[src/rtl/csa_accum_seq.sv]
// rtl/csa_accum_seq.sv - sequential carry-save reduction of Booth partial products into a (sum, carry) pair
module csa_accum_seq #(
    parameter int WIDTH  = 32,
    parameter int NUM_PP = 9
) (
    input  logic             clk,
    input  logic             rst,
    input  logic             pp_valid,
    output logic             pp_ready,
    input  logic [WIDTH-1:0] pp_data,
    output logic             out_valid,
    input  logic             out_ready,
    output logic [WIDTH-1:0] sum_vec,
    output logic [WIDTH-1:0] carry_vec,
    output logic             busy
);

    typedef enum logic [1:0] {
        IDLE  = 2'd0,
        ACCUM = 2'd1,
        DONE  = 2'd2
    } state_t;

    localparam logic [7:0] LAST_IDX = 8'(NUM_PP - 1);

    state_t           state, state_nx;
    logic [7:0]       count, count_nx;
    logic [WIDTH-1:0] sum_nx, carry_nx;
    logic [WIDTH-1:0] row_s;
    logic [WIDTH-2:0] row_k;
    logic             pp_xfer, out_xfer;

    // The majority MSB would carry out of the word, so it is never formed.
    assign row_s = sum_vec ^ carry_vec ^ pp_data;
    assign row_k = (sum_vec[WIDTH-2:0] & carry_vec[WIDTH-2:0])
                 | (sum_vec[WIDTH-2:0] & pp_data[WIDTH-2:0])
                 | (carry_vec[WIDTH-2:0] & pp_data[WIDTH-2:0]);

    assign pp_xfer  = pp_valid & pp_ready;
    assign out_xfer = out_valid & out_ready;

    always_comb begin
        state_nx  = state;
        count_nx  = count;
        sum_nx    = sum_vec;
        carry_nx  = carry_vec;
        pp_ready  = (state != DONE);
        out_valid = (state == DONE);
        busy      = (state != IDLE);
        case (state)
            IDLE: begin
                if (pp_xfer) begin
                    sum_nx   = pp_data;
                    carry_nx = '0;
                    count_nx = 8'd1;
                    state_nx = ACCUM;
                end
            end
            ACCUM: begin
                if (pp_xfer) begin
                    sum_nx   = row_s;
                    carry_nx = {row_k, 1'b0};
                    count_nx = count + 8'd1;
                    if (count == LAST_IDX) begin
                        state_nx = DONE;
                    end
                end
            end
            DONE: begin
                // Result registers are left intact after hand-off.
                if (out_xfer) begin
                    count_nx = 8'd0;
                    state_nx = IDLE;
                end
            end
            default: begin
                state_nx = IDLE;
                count_nx = 8'd0;
            end
        endcase
    end

    always_ff @(posedge clk) begin
        if (rst) begin
            state     <= IDLE;
            count     <= 8'd0;
            sum_vec   <= '0;
            carry_vec <= '0;
        end else begin
            state     <= state_nx;
            count     <= count_nx;
            sum_vec   <= sum_nx;
            carry_vec <= carry_nx;
        end
    end

endmodule
[config.mk]
export PLATFORM = sky130hd
export DESIGN_NAME = csa_accum_seq
export DESIGN_NICKNAME = d
export VERILOG_FILES = /design/src/rtl/csa_accum_seq.sv
export SDC_FILE = /design/constraint.sdc
export NUM_CORES = 1
export LEC_CHECK = 0
export ABC_AREA = 1
export CAP_MARGIN = 30
export CORE_MARGIN = 2
export CORE_UTILIZATION = 35
export DETAILED_ROUTE_END_ITERATION = 8
export HOLD_SLACK_MARGIN = 0.06
export SYNTH_ARGS = -nofsm -noshare
export SYNTH_HDL_FRONTEND = slang
export SYNTH_SLANG_ARGS = --single-unit
[constraint.sdc]
create_clock -name clk -period 1.35 [get_ports clk]
set_input_delay 0.135 -clock clk [delete_from_list [all_inputs] [get_ports clk]]
set_output_delay 0.135 -clock clk [all_outputs]
set_load 0.05 [all_outputs]
# Word-level counts from Yosys, hierarchy flattened

Index checks and enable logic that the tools add are counted.

Flip-flop bits (word level): 74
Input port bits: 36
Logic and storage cells: 43
Output and inout bits: 67

Multiplexer cells: 15
Bitwise gates (word level): 9
Equal/unequal tests: 8
Reductions and logical operators: 6
Add/sub/neg operators: 1

Operators with widths:

| kind                  | number |
|---|---|
| $mux W32              | 4 |
| $pmux W32 S2          | 2 |
| $and A31 B31 Y31      | 3 |
| $xor A32 B32 Y32      | 2 |
| $or A31 B31 Y31       | 2 |
| $mux W8               | 3 |
| $pmux W8 S3           | 1 |
| $add A8 B1 Y8 const B | 1 |
| $eq A8 B4 Y1 const B  | 1 |
| $mux W2               | 4 |
| $ne A2 B2 Y1 const B  | 4 |
| $pmux W2 S3           | 1 |
| $reduce_and A3 Y1     | 2 |
| $reduce_and A4 Y1     | 1 |
| $reduce_bool A2 Y1    | 2 |
| $and A1 B1 Y1         | 2 |
| $eq A2 B1 Y1 const B  | 1 |
| $eq A2 B2 Y1 const B  | 1 |
| $logic_not A2 Y1      | 1 |
| $ne A2 B1 Y1 const B  | 1 |

# Logic depth before layout (Yosys ltp)

Gate-level depths: netlist of the first run.

Depth after elaboration: 5
Gate-level depth with buffers: 7
Gate-level depth less buffers: 7

# Worst setup path before layout of the first run

No wires, ideal clock.

Path kind: reg2out
Start: register state[1]
End: output pp_ready
Buffers on the path: 0
Required time: 1.215 ns
Stages on the path, launching flop included: 4
Arrival time: 1.726 ns
Setup slack: -0.511 ns
Path through: dfxtp_1 > inv_1 > nor2_1 > inv_1

Cells in the longest elaborated chain, start to end: 1

RTL lines:

| element                  | line | source |
|---|---|---|
| start: declaration       | 26   | `state_t state, state_nx;` |
| start signal: assignment | 90   | `state <= state_nx;` |
| $ne A2 B2 Y1             | 47   | `pp_ready = (state != DONE);` |
| end: declaration         | 9    | `output logic pp_ready,` |

Every way passes these cells.

# Final worst setup path of the first run

Start: register sum_vec[26]
End: register sum_vec[26]

Cells in the longest elaborated chain, start to end: 4

RTL lines:

| element                        | line | source |
|---|---|---|
| start: declaration             | 13   | `output logic [WIDTH-1:0] sum_vec,` |
| start signal: assignment       | 92   | `sum_vec <= sum_nx;` |
| $xor A32 B32 Y32 (2 in series) | 34   | `assign row_s = sum_vec ^ carry_vec ^ pp_data;` |
| $mux W32                       | 60   | `if (pp_xfer) begin` |
| $pmux W32 S2                   | 50   | `case (state)` |

Every way passes these cells. The select of a mux whose other input is x is not followed.
A chain may end at the register's enable or synchronous reset.

==> results of run 1 <==
==> cell families after synthesis <==
family	after synthesis	share of synthesized area
AO/OA/AOI/OAI	108	0.1835
adder cells (fa/ha/maj)	33	0.1584
buffers and inverters	140	0.1416
flip-flops	73	0.3627
other	1	0.0009308
AND/OR/NAND/NOR	144	0.1528
==> report_power, final <==
group          internal, W  switching (W)
sequential         0.00219       0.000124
combinational     0.000755       0.000852
clock              0.00142       0.000886
total              0.00437        0.00186
==> flip-flops by register name, indices dropped and copies added (netlist names) <==
register / count
carry_vec: 31
state: 2
sum_vec: 32
count: 8
==> cell usage in the layout, fill, tap and decap left out, drive strengths merged <==
| master | count |
|---|---|
| inv | 114 |
| nor2 | 102 |
| buf | 98 |
| dfxtp | 73 |
| o21ai | 36 |
| a2bb2oi | 30 |
| fa | 30 |
| a211oi | 30 |
| nand2 | 26 |
| clkdlybuf4s50 | 24 |
| a21oi | 12 |
| clkbuf | 12 |
| dlymetal6s2s | 11 |
| nand3 | 9 |
| ha | 3 |
| nand4 | 2 |
| nor3b | 2 |
| and3 | 1 |
| nand3b | 1 |
| nor3 | 1 |
| conb | 1 |
| clkinvlp | 1 |
| bufinv | 1 |
| clkinv | 1 |
==> cell usage after synthesis, types with 2 or more instances <==
library cell  instances  area [um2]
inv_2                 4       15.01
dfxtp_1              73        1461
a21oi_1              12       60.06
nand2_2               2       12.51
a2bb2oi_1            30       262.8
buf_6                 3       33.78
clkbuf_1             13       48.80
nand3_1               7       35.03
nand2_1              23       86.33
nand4_1               2       12.51
fa_1                 30       600.6
nand3_2               2       20.02
ha_1                  3       37.54
buf_2                 6       30.03
a211oi_1             30       225.2
nor3b_1               2       15.01
nor2_1               99       371.6
o21ai_0              35       175.2
inv_1               110       412.9
nor2_4                2       22.52
buf_4                 4       30.03
==> cell type report <==
class                      count  area share
multi-input combinational    286      0.3149
clock inverter                 3    0.006324
sequential                    73      0.2515
clock buffer                  12     0.03516
inverter                     114     0.06436
timing repair buffer         133      0.3012
tap                          143     0.02660
==> metal layers <==
metal | up-vias | track usage | part of all wire
li1 | 1805 | - | -
met1 | 1832 | 0.2356 | 0.44
met2 | 94 | 0.3264 | 0.49
met3 | 14 | 0.06124 | 0.062
met4 | 0 | 0.03539 | 0.0096
met5 | - | 0 | 0
==> per-stage QoR <==
stage | hold slack, ns | setup TNS (ns) | std cells | setup WS [ns] | total power, W
floorplan | 0.2812 | 0 | 499 | 0.01291 | 0.003158
global placement | 0.4665 | -9.446 | 740 | -0.2861 | 0.003865
detailed placement | 0.4781 | -10.56 | 740 | -0.3098 | 0.003906
CTS | 0.4486 | 0 | 756 | 0.01461 | 0.006241
global route | 0.1427 | -0.1354 | 764 | -0.02571 | 0.006506
finish | 0.09519 | 0 | 764 | 0.03474 | 0.006228
==> worst paths after layout <==
| path | start | to | slack, ns | cells after the start |
|---|---|---|---|---|
| setup / recovery | sum_vec[26] | sum_vec[26] | 0.03 | 5 |
| hold / removal | pp_data[15] | sum_vec[15] | 0.1 | 3 |
| setup reg to reg | sum_vec[26] | sum_vec[26] | 0.03 | 5 |
| hold reg to reg | count[7] | count[7] | 0.48 | 2 |
==> worst max-delay path, cell delays in order (launching register included) <==
cell and delay [ns]:
dfxtp_4 0.37, inv_2 0.04, fa_1 0.51, nor2_1 0.05
a211oi_1 0.17, nor2_1 0.07
==> repair_timing <==
item,4_1_cts,5_1_grt
buffers inserted,1,8
gates resized for setup,6,42
pin swaps,0,9
setup endpoints to repair,14,29
gates cloned,0,0
==> results.md, run 1 <==
- The run finished with clean final reports.
- Global routing finished with a remaining overflow of 0.
- The CTS tree is built.
- The layout cell share with drive strength beyond 1 is 0.3897.
- The register cell area after layout is 0.001692 mm2.
- The growth of design area from synthesis to finish is 66.96%.
- The ratio of routed vias to standard cells is 4.902.
- Power spread over the standard cell area amounts to 925.9 mW/mm2.
- The number of max-cap violations is 0.
- The worst hold path class is input port to flip-flop.
- VDD sags by at most 806.6 uV.
- The clock passes through at most 2 buffers.
- The count of synthesis-stage warnings from yosys is 0.
- The worst setup path is launched from a flip-flop.
- The flip-flop and latch count after synthesis is 73.
- In the final routed layout, each cell accounts on average for 14.98 um.
- Of all nets on the critical path, the largest fanout is 3.
- Buffers inserted during clock tree synthesis total 9.
- The weighted congestion reported at the end of routability-driven placement is 0.7706.
- The total non-filler cell area in the finished layout is 0.006726 mm2.
- The analysis attributes to cell leakage a power of 2.708 nW.
- The post-detailed-route DRC marker count is 0.
- The number of iterations in the first detailed-routing pass is 4.
- The clock-pin slew on the worst setup and hold paths is 0.06 ns.
- The area enclosed by the die boundary is 0.01239 mm2.
- The maximum level of the CTS H-tree is 3.
- The hold violation count in the final report came to 0.
- 103 I/O pins were placed.
- The synthesized area divided by synthesized cell count is 8.074 um2.
- The final layout contains routed wiring with a total length of 11.45 mm.
- Entering global routing, the biggest net connects 28 pins.
- After technology mapping, the gate count stands at 499.
- The type of the worst setup path is flip-flop to flip-flop.
- The floorplan step defined a core boundary enclosing 0.01132 mm2.
- After clock tree synthesis, the flow added hold-fix buffers numbering 0.
- The final cycle utilization of the critical path is 0.9743.
- Clock skew on the completed layout was measured at 0.007846 ns.
- The via count of the first global-routing pass is 3939.
- The setup violation total in the final timing report is 0.
- Timing would allow up to 760.3 MHz.
- The total area of multi-input combinational cells is 0.002118 mm2.
- Row generation in the floorplan step produced 39 rows.
- Setup repair after global routing could not meet its margin everywhere.
- Of all flip-flops after synthesis, the portion carrying an async set or reset was 0.
- The register area share after synthesis is 0.3627.
- Counting I/O delays and the setup requirement, the final critical path takes 1.315 ns.
- The clock root buffer is clkbuf_16.
- STA puts the critical path data arrival time at 1.52 ns.
- The most instantiated flip-flop cell in the synthesis netlist is dfxtp_1.
- The floorplan step set the die height to 111.3 um.
- The number of antenna violations at the first check in global routing was 0.
- The number of inserted diodes is 0.
- Input and output buffers added on the ports amount to 101.
- Clock tree synthesis found a total of 73 sinks.
- Once detailed placement completed, the half-perimeter wirelength came to 8.048 mm.
- The vias after detailed routing is 3745.
- When the netlist entered floorplanning its net count stood at 568.
- The initial utilization of the core area, before any placement, comes to 0.3559.
- The first-pass GRT wire length is 19.33 mm.
- In this run the remaining antenna-violating nets after routing total 0.
- The synthesized area is 0.004029 mm2.
- The number of distinct library cells after synthesis is 28.
- The net count reported at finish is 686.
- The filler cells instantiated in the layout total 1006.
- For the worst setup path, the data required time is 1.56 ns.
- The die width is 111.3 um.
- The number of slew-limit violations in the final report is 0.
- In this run, the number of DRC markers left after iteration 0 of detailed routing was 112.
- STA classifies the critical path endpoint as a flip-flop.
- In this run, synthesis inferred 0 flip-flops with an integrated enable.
- The final standard cell utilization of the core is 0.5942.
- The latest clock arrival within the worst-skew pair is 0.33 ns.
- The overall track demand over capacity in global routing is 0.1899.
- Once placement finished, the instance area stood at 0.006217 mm2.
No activity file was read; power rests on OpenSTA's default activity.
==> run 2: changes to the inputs <==
--- a/config.mk
+++ b/config.mk
@@ -8,9 +8,10 @@
 export ABC_AREA = 1
 export CAP_MARGIN = 30
 export CORE_MARGIN = 2
-export CORE_UTILIZATION = 35
+export CORE_UTILIZATION = 49
 export DETAILED_ROUTE_END_ITERATION = 8
 export HOLD_SLACK_MARGIN = 0.06
+export PLACE_DENSITY = 0.8
 export SYNTH_ARGS = -nofsm -noshare
 export SYNTH_HDL_FRONTEND = slang
 export SYNTH_SLANG_ARGS = --single-unit
==> run 2 against run 1 <==
  * The run now ends with negative setup slack left
  * Sequential cell count stayed put
  * Clock power decreased by 29%
  * Routed wire length grew 9.1%
  * Total power fell by 10%
  * Sequential share of layout area up 0.67 points
  * Clock-buffer cell count unchanged
  * Global-route usage rose by 9.6 points
  * Core utilization is 22 points higher
  * Combinational power about the same
  * Non-clock buffer count down 2
  * Die area is 28% lower
  * Clock skew about the same
  * Critical endpoint is now sum_vec[16]
  * Largest cell class unchanged
==> results.md, run 2 (synthesis gave the netlist of run 1 again) <==
- The vias after detailed routing is 3958 (was 3745).
- Top flop regs: sum_vec (32), carry_vec (31), count (8) (unchanged).
- The area enclosed by the die boundary is 0.008963 mm2 (was 0.01239 mm2).
- The number of max-cap violations is 0 (unchanged).
- The signal arrival time at the worst endpoint came to 1.60 ns (was 1.52 ns).
- The area of the core region is 0.008093 mm2 (was 0.01132 mm2).
- The fraction of power spent switching nets is 0.3232 (was 0.2991).
- The latest clock arrival within the worst-skew pair is 0.35 ns (was 0.33 ns).
- The flip-flop count of the largest register, all copies and words added came to 32 (unchanged).
- The number of clock sinks is 73 (unchanged).
- The number of slew-limit violations in the final report is 0 (unchanged).
- The growth of design area from synthesis to finish is 62.89% (was 66.96%).
- The count of nets left with antenna violations after detail routing is 0 (unchanged).
- The register cell area after layout is 0.001694 mm2 (was 0.001692 mm2).
- The power per unit of standard cell area is 852.6 mW/mm2 (was 925.9 mW/mm2).
- The clock root buffer is clkbuf_8 (was clkbuf_16).
- The worst clock skew is 0.007521 ns (was 0.007846 ns).
- The logic gate share of total power was 0.291 (was 0.258).
- The weighted congestion reported at the end of routability-driven placement was 0.8103 (was 0.7706).
- The number of filler cells placed in the layout came to 478 (was 1006).
- The register containing the most flip-flops in the final layout was sum_vec (unchanged).
- The static leakage is 2.570 nW (was 2.708 nW).
- The total power draw is 0.005595 W (was 0.006228 W).
- The number of clock buffers inserted by TritonCTS came to 9 (unchanged).
- The final cycle utilization of the critical path is 1.012 (was 0.9743).
- The via count of the first global-routing pass was 4219 (was 3939).
- The final reports fail on negative setup slack.
- The number of buffer and inverter stages on the critical path is 2 (was 1).
- The first-iteration detailed-routing DRC count came to 163 (was 112).
- The ratio of routed vias to standard cells is 5.459 (was 4.902).
- The net count reported at finish is 684 (was 686).
- The delay of the slowest critical-path stage is 0.55 ns (was 0.51 ns).
- The number of antenna violations at the first check in global routing was 0 (unchanged).
- The total overflow reported by the global router is 0 (unchanged).
- The number of buffers inserted by hold repair at cts is 0 (unchanged).
- The final hold slack is 0.1014 ns (was 0.09519 ns).
- The required time reported for the critical path endpoint is 1.58 ns (was 1.56 ns).
- The dominant cell type by count on the critical path is nor2_1 (unchanged).
- The cell internal power dissipation is 0.003787 W (was 0.004366 W).
- The portion of total power attributed to sequential cells is 0.414 (was 0.372).
- The clock share of power is 0.295 (was 0.370).
- Cell chain of the critical path: clkdlybuf4s50_1 > inv_1 > fa_1 > nor2_1 > a211oi_1 > nor2_1 (was inv_2 > fa_1 > nor2_1 > a211oi_1 > nor2_1).
- The endpoint kind of the worst setup timing path was a flip-flop (unchanged).
- The highest-delay cell along the critical path was fa_1 (unchanged).
- The post-placement worst setup slack is -0.3618 ns (was -0.3098 ns).
- The maximum number of buffers from clock root to sink is 2 (unchanged).
- The worst hold path class was input port to flip-flop (unchanged).
- The overall track demand over capacity in global routing is 0.2856 (was 0.1899).
- The effective utilization at floorplan was 0.4978 (was 0.3559).
- The maximum level of the CTS H-tree is 3 (unchanged).
- The CTS tree is built (unchanged).
- The first-pass GRT wire length was 19.74 mm (was 19.33 mm).
- The largest net degree at the start of global routing is 32 (was 28).
- The setup violation total in the final timing report is 2 (was 0).
- The worst supply voltage drop on vdd is 588.1 uV (was 806.6 uV).
- The routed length per instance is 17.22 um (was 14.98 um).
- The hold violation count in the final report is 0 (unchanged).
- The top-level I/O count is 103 (unchanged).
- The clock-pin slew on the worst setup and hold paths was 0.08 ns (was 0.06 ns).
- Top library cells by usage in the layout, fill and taps aside: nor2_1, inv_1, buf_12 (unchanged).
- The total wire length after detailed routing is 12.49 mm (was 11.45 mm).
- The element type at the critical path start is an input port (was flip-flop).
- The post-detailed-route DRC marker count is 0 (unchanged).
- The post-route minimum period is 1.366 ns (was 1.315 ns).
- The detailed placement HPWL was 8.348 mm (was 8.048 mm).
- The quantity of I/O buffers inserted on ports came to 101 (unchanged).
- The layout cell share with drive strength beyond 1 is 0.4048 (was 0.3897).
- The switching power of the nets is 0.001808 W (was 0.001863 W).
- The type of the worst setup path is input port to flip-flop (was flip-flop to flip-flop).
- The final non-filler cell total is 725 (was 764).
- The number of inserted diodes is 0 (unchanged).
- The most common cell after layout, fill and taps aside is nor2_1 (unchanged).
- Run status: finished with violations (was completed).
- The post-layout worst setup margin is -0.01606 ns (was 0.03474 ns).
- The number of iterations in the first detailed-routing pass is 5 (was 4).
- RSZ-0062 raised after global routing: true (unchanged).
- The total area of multi-input combinational cells came to 0.002153 mm2 (was 0.002118 mm2).
- The die width is 94.68 um (was 111.3 um).
- The maximum net fanout on the critical path is 2 (was 3).
- The height of the die is 94.68 um (was 111.3 um).
- The cell family with the largest share of critical-path delay is buffers and inverters (was adder cells).
- The number of placed instances, taps included is 700 (was 740).
- The highest attainable clock frequency is 732.0 MHz (was 760.3 MHz).
- The number of core rows is 33 (was 39).
==> run 2: changes by cell type in the layout (fill, tap and decap cells not counted), moves of 3 or more <==
cell and change:
a211oi_1 -10, a211oi_2 +12, clkbuf_16 -9, clkbuf_8 +9, clkdlybuf4s50_1 +10, dlymetal6s2s_1 -10, inv_2 +3, nor2_1 +6
nor2_2 -7
==> run 2: timing repair <==
item	4_1_cts	5_1_grt
pin swaps	0	4
buffers inserted	3	7
resized for setup	9	38
endpoints found under the setup margin	13	33
==> run 2: final cells by class <==
type,count,area share
Clock buffer,12,0.02059
Tap cell,105,0.02002
Clock inverter,4,0.006673
Sequential cell,73,0.2582
Inverter,114,0.06520
Multi-Input combinational cell,286,0.3281
Timing Repair Buffer,131,0.3012
==> run 2: routing by layer <==
metal | up-vias | track usage | share of wire
met2 | 169 | 0.5248 | 0.53
met1 | 1955 | 0.3053 | 0.36
met3 | 37 | 0.08699 | 0.081
met5 | - | 0 | 0
li1 | 1797 | - | -
met4 | 0 | 0.1087 | 0.023
==> run 2: worst min-delay path, cell delays in order <==
cell	delay, ns
dlymetal6s2s_1	0.13
a211oi_2	0.08
nor2_1	0.07
==> run 2: worst paths after layout <==
check                                    to   startpoint  slack [ns]  cells past startpoint
worst max-delay path            sum_vec[16]  pp_data[16]       -0.02                      6
worst min-delay path            sum_vec[20]  pp_data[20]        0.10                      3
worst max register to register   sum_vec[9]   sum_vec[9]       -0.01                      5
worst min register to register     count[7]     count[7]        0.52                      2
==> run 2: power by group through the flow <==
stage                     sequential (W)  combinational [W]  clock [W]
after floorplan                  0.00261           0.000543          0
after global placement           0.00236            0.00147          0
after detailed placement         0.00237            0.00154          0
after CTS                        0.00232            0.00155    0.00168
after global routing             0.00233            0.00174    0.00177
final                            0.00232            0.00163    0.00165
==> run 2: through the flow <==
step | TNS [ns] | area [um2] | util
2_1_floorplan | 0 | 4262 | -
3_3_place_gp | -7.934 | 6142 | 0.7590
3_5_place_dp | -11.09 | 6142 | 0.7590
4_1_cts | -0.03213 | 6379 | 0.7882
5_1_grt | -0.4208 | 6563 | 0.8109
6_report | -0.03036 | 6563 | 0.8109
==> run 3: changes to the inputs <==
--- a/config.mk
+++ b/config.mk
@@ -6,9 +6,10 @@
 export NUM_CORES = 1
 export LEC_CHECK = 0
 export ABC_AREA = 1
-export CAP_MARGIN = 30
+export CAP_MARGIN = 20
 export CORE_MARGIN = 2
 export CORE_UTILIZATION = 49
+export CTS_CLUSTER_DIAMETER = 40
 export DETAILED_ROUTE_END_ITERATION = 8
 export HOLD_SLACK_MARGIN = 0.06
 export PLACE_DENSITY = 0.8
==> results of run 3 <==
Final layout, timing and power as in run 2 (identical DEF).
